### config.mk
export PLATFORM = sky130hd
export DESIGN_NAME = fifo_sync_param
export DESIGN_NICKNAME = d
export VERILOG_FILES = /design/src/rtl/fifo_pkg.sv /design/src/rtl/fifo_ram.sv /design/src/rtl/fifo_sync_param.sv
export SDC_FILE = /design/constraint.sdc
export NUM_CORES = 1
export LEC_CHECK = 0
export BUFFER_PORTS_ARGS = -buffer_cell sky130_fd_sc_hd__buf_4
export CORE_MARGIN = 10
export CORE_UTILIZATION = 25
export DETAILED_ROUTE_END_ITERATION = 8
export GPL_TIMING_DRIVEN = 0
export PLACE_DENSITY = 0.35
export SETUP_SLACK_MARGIN = 0.15
export SYNTH_ARGS = -nofsm -noshare
export SYNTH_HDL_FRONTEND = slang
export SYNTH_SLANG_ARGS = --single-unit
### constraint.sdc
create_clock -name clk -period 5.2 [get_ports clk]
set_input_delay 0.26 -clock clk [delete_from_list [all_inputs] [get_ports clk]]
set_output_delay 0.26 -clock clk [all_outputs]
set_load 0.005 [all_outputs]
### src/rtl/fifo_pkg.sv
// Shared types and defaults for the parametrised sync FIFO.
// FIFO_FWFT_EN selects first-word-fall-through in fifo_sync_param.
package fifo_pkg;

  localparam int FIFO_DEF_WIDTH = 8;
  localparam int FIFO_DEF_DEPTH = 16;

  typedef enum logic [1:0] {
    OP_IDLE,
    OP_WR,
    OP_RD,
    OP_WRRD
  } fifo_op_e;

  function automatic bit is_pow2(input int v);
    return (v > 0) && ((v & (v - 1)) == 0);
  endfunction

endpackage

### src/rtl/fifo_ram.sv
// DEPTH x WIDTH register array for the sync FIFO.
// One synchronous write port, one asynchronous read address.
module fifo_ram
  import fifo_pkg::*;
#(
  parameter int WIDTH = FIFO_DEF_WIDTH,
  parameter int DEPTH = FIFO_DEF_DEPTH,
  localparam int AW = $clog2(DEPTH)
) (
  input  logic             clk,
  input  logic             we,
  input  logic [AW-1:0]    waddr,
  input  logic [WIDTH-1:0] wdata,
  input  logic [AW-1:0]    raddr,
  output logic [WIDTH-1:0] rdata
);

  logic [WIDTH-1:0] mem [DEPTH];

  // storage is never reset; the owner tracks what is valid
  always_ff @(posedge clk) begin
    if (we) mem[waddr] <= wdata;
  end

  assign rdata = mem[raddr];

endmodule

### src/rtl/fifo_sync_param.sv
// Parametrised single-clock FIFO with count, thresholds and error pulses.
// Define FIFO_FWFT_EN for first-word-fall-through output.
module fifo_sync_param
  import fifo_pkg::*;
#(
  parameter int WIDTH    = FIFO_DEF_WIDTH,
  parameter int DEPTH    = FIFO_DEF_DEPTH,
  parameter int AF_LEVEL = DEPTH - 2,
  parameter int AE_LEVEL = 2,
  localparam int AW = $clog2(DEPTH)
) (
  input  logic             clk,
  input  logic             rst,
  input  logic             clr,
  input  logic             wr,
  input  logic [WIDTH-1:0] d_in,
  input  logic             rd,
  output logic [WIDTH-1:0] d_out,
  output logic             rd_valid,
  output logic             full,
  output logic             empty,
  output logic             almost_full,
  output logic             almost_empty,
  output logic [AW:0]      count,
  output logic             overflow,
  output logic             underflow
);

  localparam logic [AW:0] DEPTH_C = (AW + 1)'(DEPTH);
  localparam logic [AW:0] AF_C    = (AW + 1)'(AF_LEVEL);
  localparam logic [AW:0] AE_C    = (AW + 1)'(AE_LEVEL);
  localparam logic [AW:0] ONE     = (AW + 1)'(1);

  if (!is_pow2(DEPTH) || DEPTH < 4) begin : g_bad_depth
    $error("fifo_sync_param: DEPTH must be a power of 2 >= 4");
  end
  if (AE_LEVEL >= AF_LEVEL) begin : g_bad_levels
    $error("fifo_sync_param: AE_LEVEL must be below AF_LEVEL");
  end

  logic [AW:0]      wr_ptr;
  logic [AW:0]      rd_ptr;
  logic [AW:0]      cnt;
  logic             rd_acc;
  logic             wr_acc;
  logic [WIDTH-1:0] rdata;
  fifo_op_e         op;

  assign empty        = (cnt == '0);
  assign full         = (cnt == DEPTH_C);
  assign almost_full  = (cnt >= AF_C);
  assign almost_empty = (cnt <= AE_C);
  assign count        = cnt;

  // a pop frees the slot a same-cycle push needs when full
  assign rd_acc = rd & ~empty;
  assign wr_acc = wr & (~full | rd_acc);

  // classify the accepted operations of this cycle
  always_comb begin
    op = OP_IDLE;
    unique case (1'b1)
      (wr_acc & rd_acc):  op = OP_WRRD;
      (wr_acc & ~rd_acc): op = OP_WR;
      (~wr_acc & rd_acc): op = OP_RD;
      default:            op = OP_IDLE;
    endcase
  end

  fifo_ram #(
    .WIDTH(WIDTH),
    .DEPTH(DEPTH)
  ) u_ram (
    .clk  (clk),
    .we   (wr_acc & ~clr),
    .waddr(wr_ptr[AW-1:0]),
    .wdata(d_in),
    .raddr(rd_ptr[AW-1:0]),
    .rdata(rdata)
  );

  // pointers and occupancy; clear wins over any request
  always_ff @(posedge clk or negedge rst) begin
    if (!rst) begin
      wr_ptr <= '0;
      rd_ptr <= '0;
      cnt    <= '0;
    end else if (clr) begin
      wr_ptr <= '0;
      rd_ptr <= '0;
      cnt    <= '0;
    end else begin
      if (wr_acc) wr_ptr <= wr_ptr + ONE;
      if (rd_acc) rd_ptr <= rd_ptr + ONE;
      unique case (op)
        OP_WR:   cnt <= cnt + ONE;
        OP_RD:   cnt <= cnt - ONE;
        default: cnt <= cnt;
      endcase
    end
  end

  // one-cycle pulses for rejected requests
  always_ff @(posedge clk or negedge rst) begin
    if (!rst) begin
      overflow  <= 1'b0;
      underflow <= 1'b0;
    end else begin
      overflow  <= ~clr & wr & ~wr_acc;
      underflow <= ~clr & rd & empty;
    end
  end

`ifdef FIFO_FWFT_EN
  assign d_out    = empty ? '0 : rdata;
  assign rd_valid = ~empty;
`else
  logic [WIDTH-1:0] dout_q;
  logic             rv_q;

  // registered read data, held between pops
  always_ff @(posedge clk or negedge rst) begin
    if (!rst) begin
      dout_q <= '0;
      rv_q   <= 1'b0;
    end else if (clr) begin
      rv_q   <= 1'b0;
    end else begin
      rv_q <= rd_acc;
      if (rd_acc) dout_q <= rdata;
    end
  end

  assign d_out    = dout_q;
  assign rd_valid = rv_q;
`endif

endmodule

After elaboration in Yosys (flattened, before gate mapping)
Memory sizes are Yosys's and may differ from the RTL's. A register that Yosys moved wholly into a read port is not among the register bits.
Cells that the tools add are included.
{"block": "word_totals", "ff_bits": 18, "ram_bits": 128, "input_bits": 13, "memories": 1}
{"memory": "u_ram.mem", "depth": 16, "width": 8, "read_ports": 1, "rd_clocked_by_memory_dff": 1, "write_ports": 1, "line": "fifo_ram.sv:18", "source": "logic [WIDTH-1:0] mem [DEPTH];"}
{"block": "classes", "n_addsub": 4, "order_cmp": 2, "n_eq_ne": 3, "n_mux": 10, "bitwise_logic": 16, "reduce_logical": 6}
{"operator": "2-to-1 mux 5 bit", "n": 5}
{"operator": "adder 5 x 1 -> 5 bit, second input constant", "n": 3}
{"operator": "bitwise AND 1 bit", "n": 10}
{"operator": "one-hot mux 5 bit (2 select lines)", "n": 1}
{"operator": "one-hot mux 2 bit (3 select lines)", "n": 1}
{"operator": "== test 5 bit, second input constant", "n": 1}
{"operator": ">= comparator 5 x 4 -> 1 bit, second input constant", "n": 1}
{"operator": "less-or-equal comparator 5 x 2 -> 1 bit, second input constant", "n": 1}
{"operator": "zero test 5 bit", "n": 1}
{"operator": "NOT 1 bit", "n": 5}
{"operator": "subtractor 5 x 1 -> 5 bit, second input constant", "n": 1}
{"operator": "nonzero test 2 bit", "n": 2}
{"operator": "2-to-1 mux 1 bit", "n": 3}
{"operator": "nonzero test 3 bit", "n": 1}
{"operator": "== test 2 x 1 -> 1 bit, second input constant", "n": 1}
{"operator": "== test 2 bit, second input constant", "n": 1}
{"operator": "AND reduction 2 bit", "n": 1}
{"operator": "zero test 1 bit", "n": 1}
{"operator": "OR 1 bit", "n": 1}

Longest topological paths before layout
{"block": "depth", "word_depth": 11, "mapped_depth": 9, "depth_no_buf": 8}

Modules after synthesis
From an unflattened synthesis, not the netlist that was laid out.
{"block": "unflattened", "cells_unflattened": 338, "hier_area_um2": 6299.8}
{"mod": "fifo_ram", "n_inst": 1, "cells_per_inst": 221, "area_each_um2": 4987.3, "seq_area_each_um2": 3843.7}
{"mod": "fifo_sync_param", "n_inst": 1, "cells_per_inst": 117, "area_each_um2": 1312.5, "seq_area_each_um2": 600.6}

Worst setup path after synthesis
Ideal clock, no wire load.
{"block": "synth_path", "path_kind": "register -> register", "from": "reg cnt[3] (netlist: count[3])", "to": "reg cnt[3] (netlist: count[3])", "setup_time_ps": 110, "arrival_time_ps": 2294, "required_time_ps": 5090, "setup_slack_ps": 2796, "stages_incl_launch_ff": 10, "path_buffers": 1, "cell_sequence": "dfrtp_1 or3_1 clkbuf_1 o21ai_1 inv_1 ha_1 a21o_1 a21oi_1 nor2b_1 o41ai_1"}
{"block": "synth_between", "elab_chain_len": 11, "word_cells_on_any_way": 20}
{"element": "start, declared", "line": "fifo_sync_param.sv:43", "source": "logic [AW:0] cnt;"}
{"element": "start signal, assigned", "line": "fifo_sync_param.sv:96", "source": "OP_WR: cnt <= cnt + ONE;"}
{"element": "start signal, assigned", "line": "fifo_sync_param.sv:97", "source": "OP_RD: cnt <= cnt - ONE;"}
{"element": "start signal, assigned", "line": "fifo_sync_param.sv:98", "source": "default: cnt <= cnt;"}
{"element": "zero test 5 bit", "line": "fifo_sync_param.sv:49", "source": "assign empty = (cnt == '0);"}
{"element": "NOT 1 bit", "line": "fifo_sync_param.sv:56", "source": "assign rd_acc = rd & ~empty;"}
{"element": "bitwise AND 1 bit", "line": "fifo_sync_param.sv:56"}
{"element": "OR 1 bit", "line": "fifo_sync_param.sv:57", "source": "assign wr_acc = wr & (~full | rd_acc);"}
{"element": "bitwise AND 1 bit", "line": "fifo_sync_param.sv:57"}
{"element": "NOT 1 bit", "line": "fifo_sync_param.sv:65", "source": "(~wr_acc & rd_acc): op = OP_RD;"}
{"element": "bitwise AND 1 bit", "line": "fifo_sync_param.sv:65"}
{"element": "one-hot mux 2 bit (3 select lines)", "line": "fifo_sync_param.sv:62", "source": "unique case (1'b1)"}
{"element": "== test 2 bit / == test 2 x 1 -> 1 bit (equally long branches)", "line": "fifo_sync_param.sv:95", "source": "unique case (op)"}
{"element": "one-hot mux 5 bit (2 select lines)", "line": "fifo_sync_param.sv:95"}
{"element": "2-to-1 mux 5 bit", "line": "fifo_sync_param.sv:88", "source": "end else if (clr) begin"}
Parallel ways exist; a longest one is shown, timed or not.
A chain may end at the register's enable or synchronous reset.

Worst setup path in the final report
{"block": "layout_path", "from": "reg cnt[3] (netlist: count[3])", "to": "reg cnt[4] (netlist: count[4])"}
Same word-level chain as after synthesis.

==> key figures <==
Pwr
  – Pwr Density: 433 nW/um^2
  – NetSw: 0.000878 W
  – Combinational power share: 0.162
  – Reg power frac: 0.450
  – Sw Ratio: 0.272
  – Leak pwr: 2.51 nW
  – Clock share of power: 0.388
  – P_int: 0.00235 W
  – Total chip power: 0.00323 W
  – Maximum vdd drop: 0.187 mV

Final layout
  – Most frequent cells in the layout: edfxtp_1 (128), buf_4 (33), mux4_2 (33), nor2_1 (31), dfrtp_1 (24)
  – Final instance area: 7460 sq um
  – Nets: 416
  – Number of fill cells: 2454
  – Area Growth Syn to Fin: 20.1%
  – Fraction of layout cells with a size suffix above 1: 0.260
  – # diodes: 0
  – Final core utilization: 0.306
  – Most common cell after layout, fill and taps aside: edfxtp_1

GRT
  – Largest net degree at the start of global routing: 25
  – Vias in the first global route: 3489
  – First-pass GRT wire length: 22600 um
  – Initial antenna violation count: 0
  – Total track usage: 0.0999
  – Grt total ovfl: 0

Yosys
  – Seq/Total Area, Yosys: 0.716
  – Mean Syn Cell Area: 18.2 sq um
  – Share of the synthesized area in the top cell type: 0.619
  – Dominant cell type by area after synthesis: edfxtp_1
  – Register bit count reported by yosys: 152
  – Primary FF master, synth: edfxtp_1
  – Mapped Area: 6210 sq um
  – Async SR Flop Fraction: 0.158
  – Post-synth EDFFs: 128
  – Largest cells by area after synthesis: edfxtp_1 (62%), mux4_2 (12%), dfrtp_1 (9.7%), mux2i_1 (2.9%), nor2_1 (1.9%)
  – Yosys warns: 0
  – Post-Synthesis Cells: 342
  – Net count after synthesis: 364
  – Synth cell types: 41

CTS
  – H-tree depth: 4
  – TritonCTS clock tree: done
  – Max clock buf depth: 2
  – Reg clk slew, reported paths: 0.07 ns
  – CTS buffer count: 17
  – Post_cts resized: 0
  – Post-CTS Setup Inserts: 0
  – CTS Sinks: 152
  – CTS root buf: clkbuf_16
  – Hold-fix buffer count after cts: 1
  – Clock latency on the worst-skew pair: 0.43 ns

Critical path
  – Critical Path RT: 5.56 ns
  – Crit. End Element: flop
  – Reg2Reg Depth: 9
  – Top delay family on crit path: compound AO/OA/AOI/OAI gates
  – CP max stage cell: dfrtp_1
  – WS Path Type: reg -> reg
  – Crit path DAT: 3.27 ns
  – Worst r2r src: count[3]
  – Biggest cell delay along the critical path: 0.48 ns
  – CP cell instances: or3_1 > clkbuf_1 > o21ai_1 > inv_1 > ha_1 > nand2b_1 > a21oi_1 > mux4_2 > nor2_1
  – Reg-to-reg slack, setup: 2.29 ns
  – Worst reg2reg endpoint: count[4]
  – Worst-path maximum fanout: 8
  – CP Buf/Inv Count: 2
  – Critical Path Start Type: flop

Min path
  – WHS Path Cells: 3
  – WHS Endpoint: underflow
  – Worst Hold Class: in -> reg
  – Hold Crit Start: clr

Timing
  – Final Max Slew Viols: 0
  – Worst hold slack: 0.115 ns
  – RSZ-0062 raised after global routing: false
  – F_max: 344 MHz
  – Tmin final: 2.91 ns
  – Slew HR: 0.290
  – Final setup vio count: 0
  – Final hold violations: 0
  – Fin crit share: 0.559
  – Worst Tran Pin Value: 1.06 ns
  – Clk_skew: 0.0118 ns
  – Setup_tns: 0 ns

Route
  – Iter 0 DRT Violations: 197
  – Number of vias per cell: 4.43
  – Drt drc: 0
  – Wire per inst: 20.5 um
  – TritonRoute pass-1 iters: 4
  – Post-route ant nets: 0
  – Drt total wl: 15000 um
  – Via count: 3240

Floorplanning
  – CORE AREA: 24400 sq um
  – Chip Height: 178 um
  – DIE AREA: 31500 sq um
  – I/O pins: 33
  – Die Width: 178 um
  – Num rows: 57
  – Initial Util: 0.255

Run
  – Max_cap viols: 0

Place
  – Placed cell areas: 6850 sq um
  – Final GP Congestion: 0.677
  – PortBufs: 32
  – Post-DP HPWL: 9970 um

Run status
  – Status: finished clean
## flip-flops by register name, indices dropped and copies added (netlist names)
register,flops
underflow,1
wr_ptr,4
rd_ptr,4
d_out,8
overflow,1
rd_valid,1
count,5
u_ram.mem,128
## cell families after synthesis
| family | share of synthesized area |
|---|---|
| flip-flops | 0.716 |
| AND/OR/NAND/NOR | 0.0538 |
| multiplexers | 0.149 |
| AO/OA/AOI/OAI | 0.0371 |
| buffers and inverters | 0.0167 |
| adder cells (fa/ha/maj) | 0.0193 |
| XOR/XNOR | 0.00846 |
## per-stage QoR
stage	setup slack [ns]	std cells
after floorplan	2.80	342
after global placement	2.27	698
after detailed placement	2.27	698
after CTS	2.25	731
after global routing	2.02	731
final	2.29	731
## cell usage after synthesis, types with 2 or more instances
| cell | n |
|---|---|
| edfxtp_1 | 128 |
| mux4_2 | 33 |
| nor2_1 | 31 |
| dfrtp_1 | 24 |
| mux2i_1 | 18 |
| nand2_1 | 16 |
| clkbuf_1 | 8 |
| ha_1 | 8 |
| o221ai_1 | 8 |
| inv_1 | 7 |
| a21oi_1 | 6 |
| buf_2 | 5 |
| nor3_1 | 5 |
| xor2_1 | 4 |
| nand2b_1 | 3 |
| nand3_1 | 3 |
| nor2b_1 | 3 |
| o21ai_0 | 3 |
| or3_1 | 3 |
| a21o_1 | 2 |
| o211ai_1 | 2 |
| o41ai_1 | 2 |
| xnor2_1 | 2 |
## layout make-up
type,count,area [sq um],area share
multi-input combinational,167,1660,0.223
inverter,7,26.3,0.00352
clock inverter,13,160,0.0215
timing repair buffer,33,250,0.0336
buffer,16,77.6,0.0104
clock buffer,19,433,0.0581
sequential,152,4440,0.596
tap,324,405,0.0544
## power groups by stage
stage	combinational, W	sequential (W)	clock [W]
2_1_floorplan	0.000308	0.00146	0
3_3_place_gp	0.000535	0.00148	0
3_5_place_dp	0.000538	0.00148	0
4_1_cts	0.000540	0.00145	0.00128
5_1_grt	0.000591	0.00146	0.00135
6_report	0.000523	0.00145	0.00125
## worst reg2reg max path, stage by stage (launching register included)
cell,delay (ns)
dfrtp_1,0.48
or3_1,0.38
clkbuf_1,0.17
o21ai_1,0.47
inv_1,0.25
ha_1,0.40
nand2b_1,0.07
a21oi_1,0.20
mux4_2,0.32
nor2_1,0.10
## metal layers
layer	track usage	up-vias	wire [um]
li1	-	1460	-
met2	0.160	65	7270
met5	0	-	0
met1	0.127	1706	6960
met3	0.0312	9	681
met4	0.0285	0	108
## how the worst max path moves through the flow
| stage | start | endpoint | cells past startpoint |
|---|---|---|---|
| CTS | count[3] | count[4] | 9 |
| global placement | count[3] | count[4] | 9 |
| global route | count[3] | count[3] | 9 |
| detailed placement | count[3] | count[4] | 9 |
| finish | count[3] | count[4] | 9 |
| floorplan | count[3] | count[3] | 9 |
(Power assumes the default switching activity.)
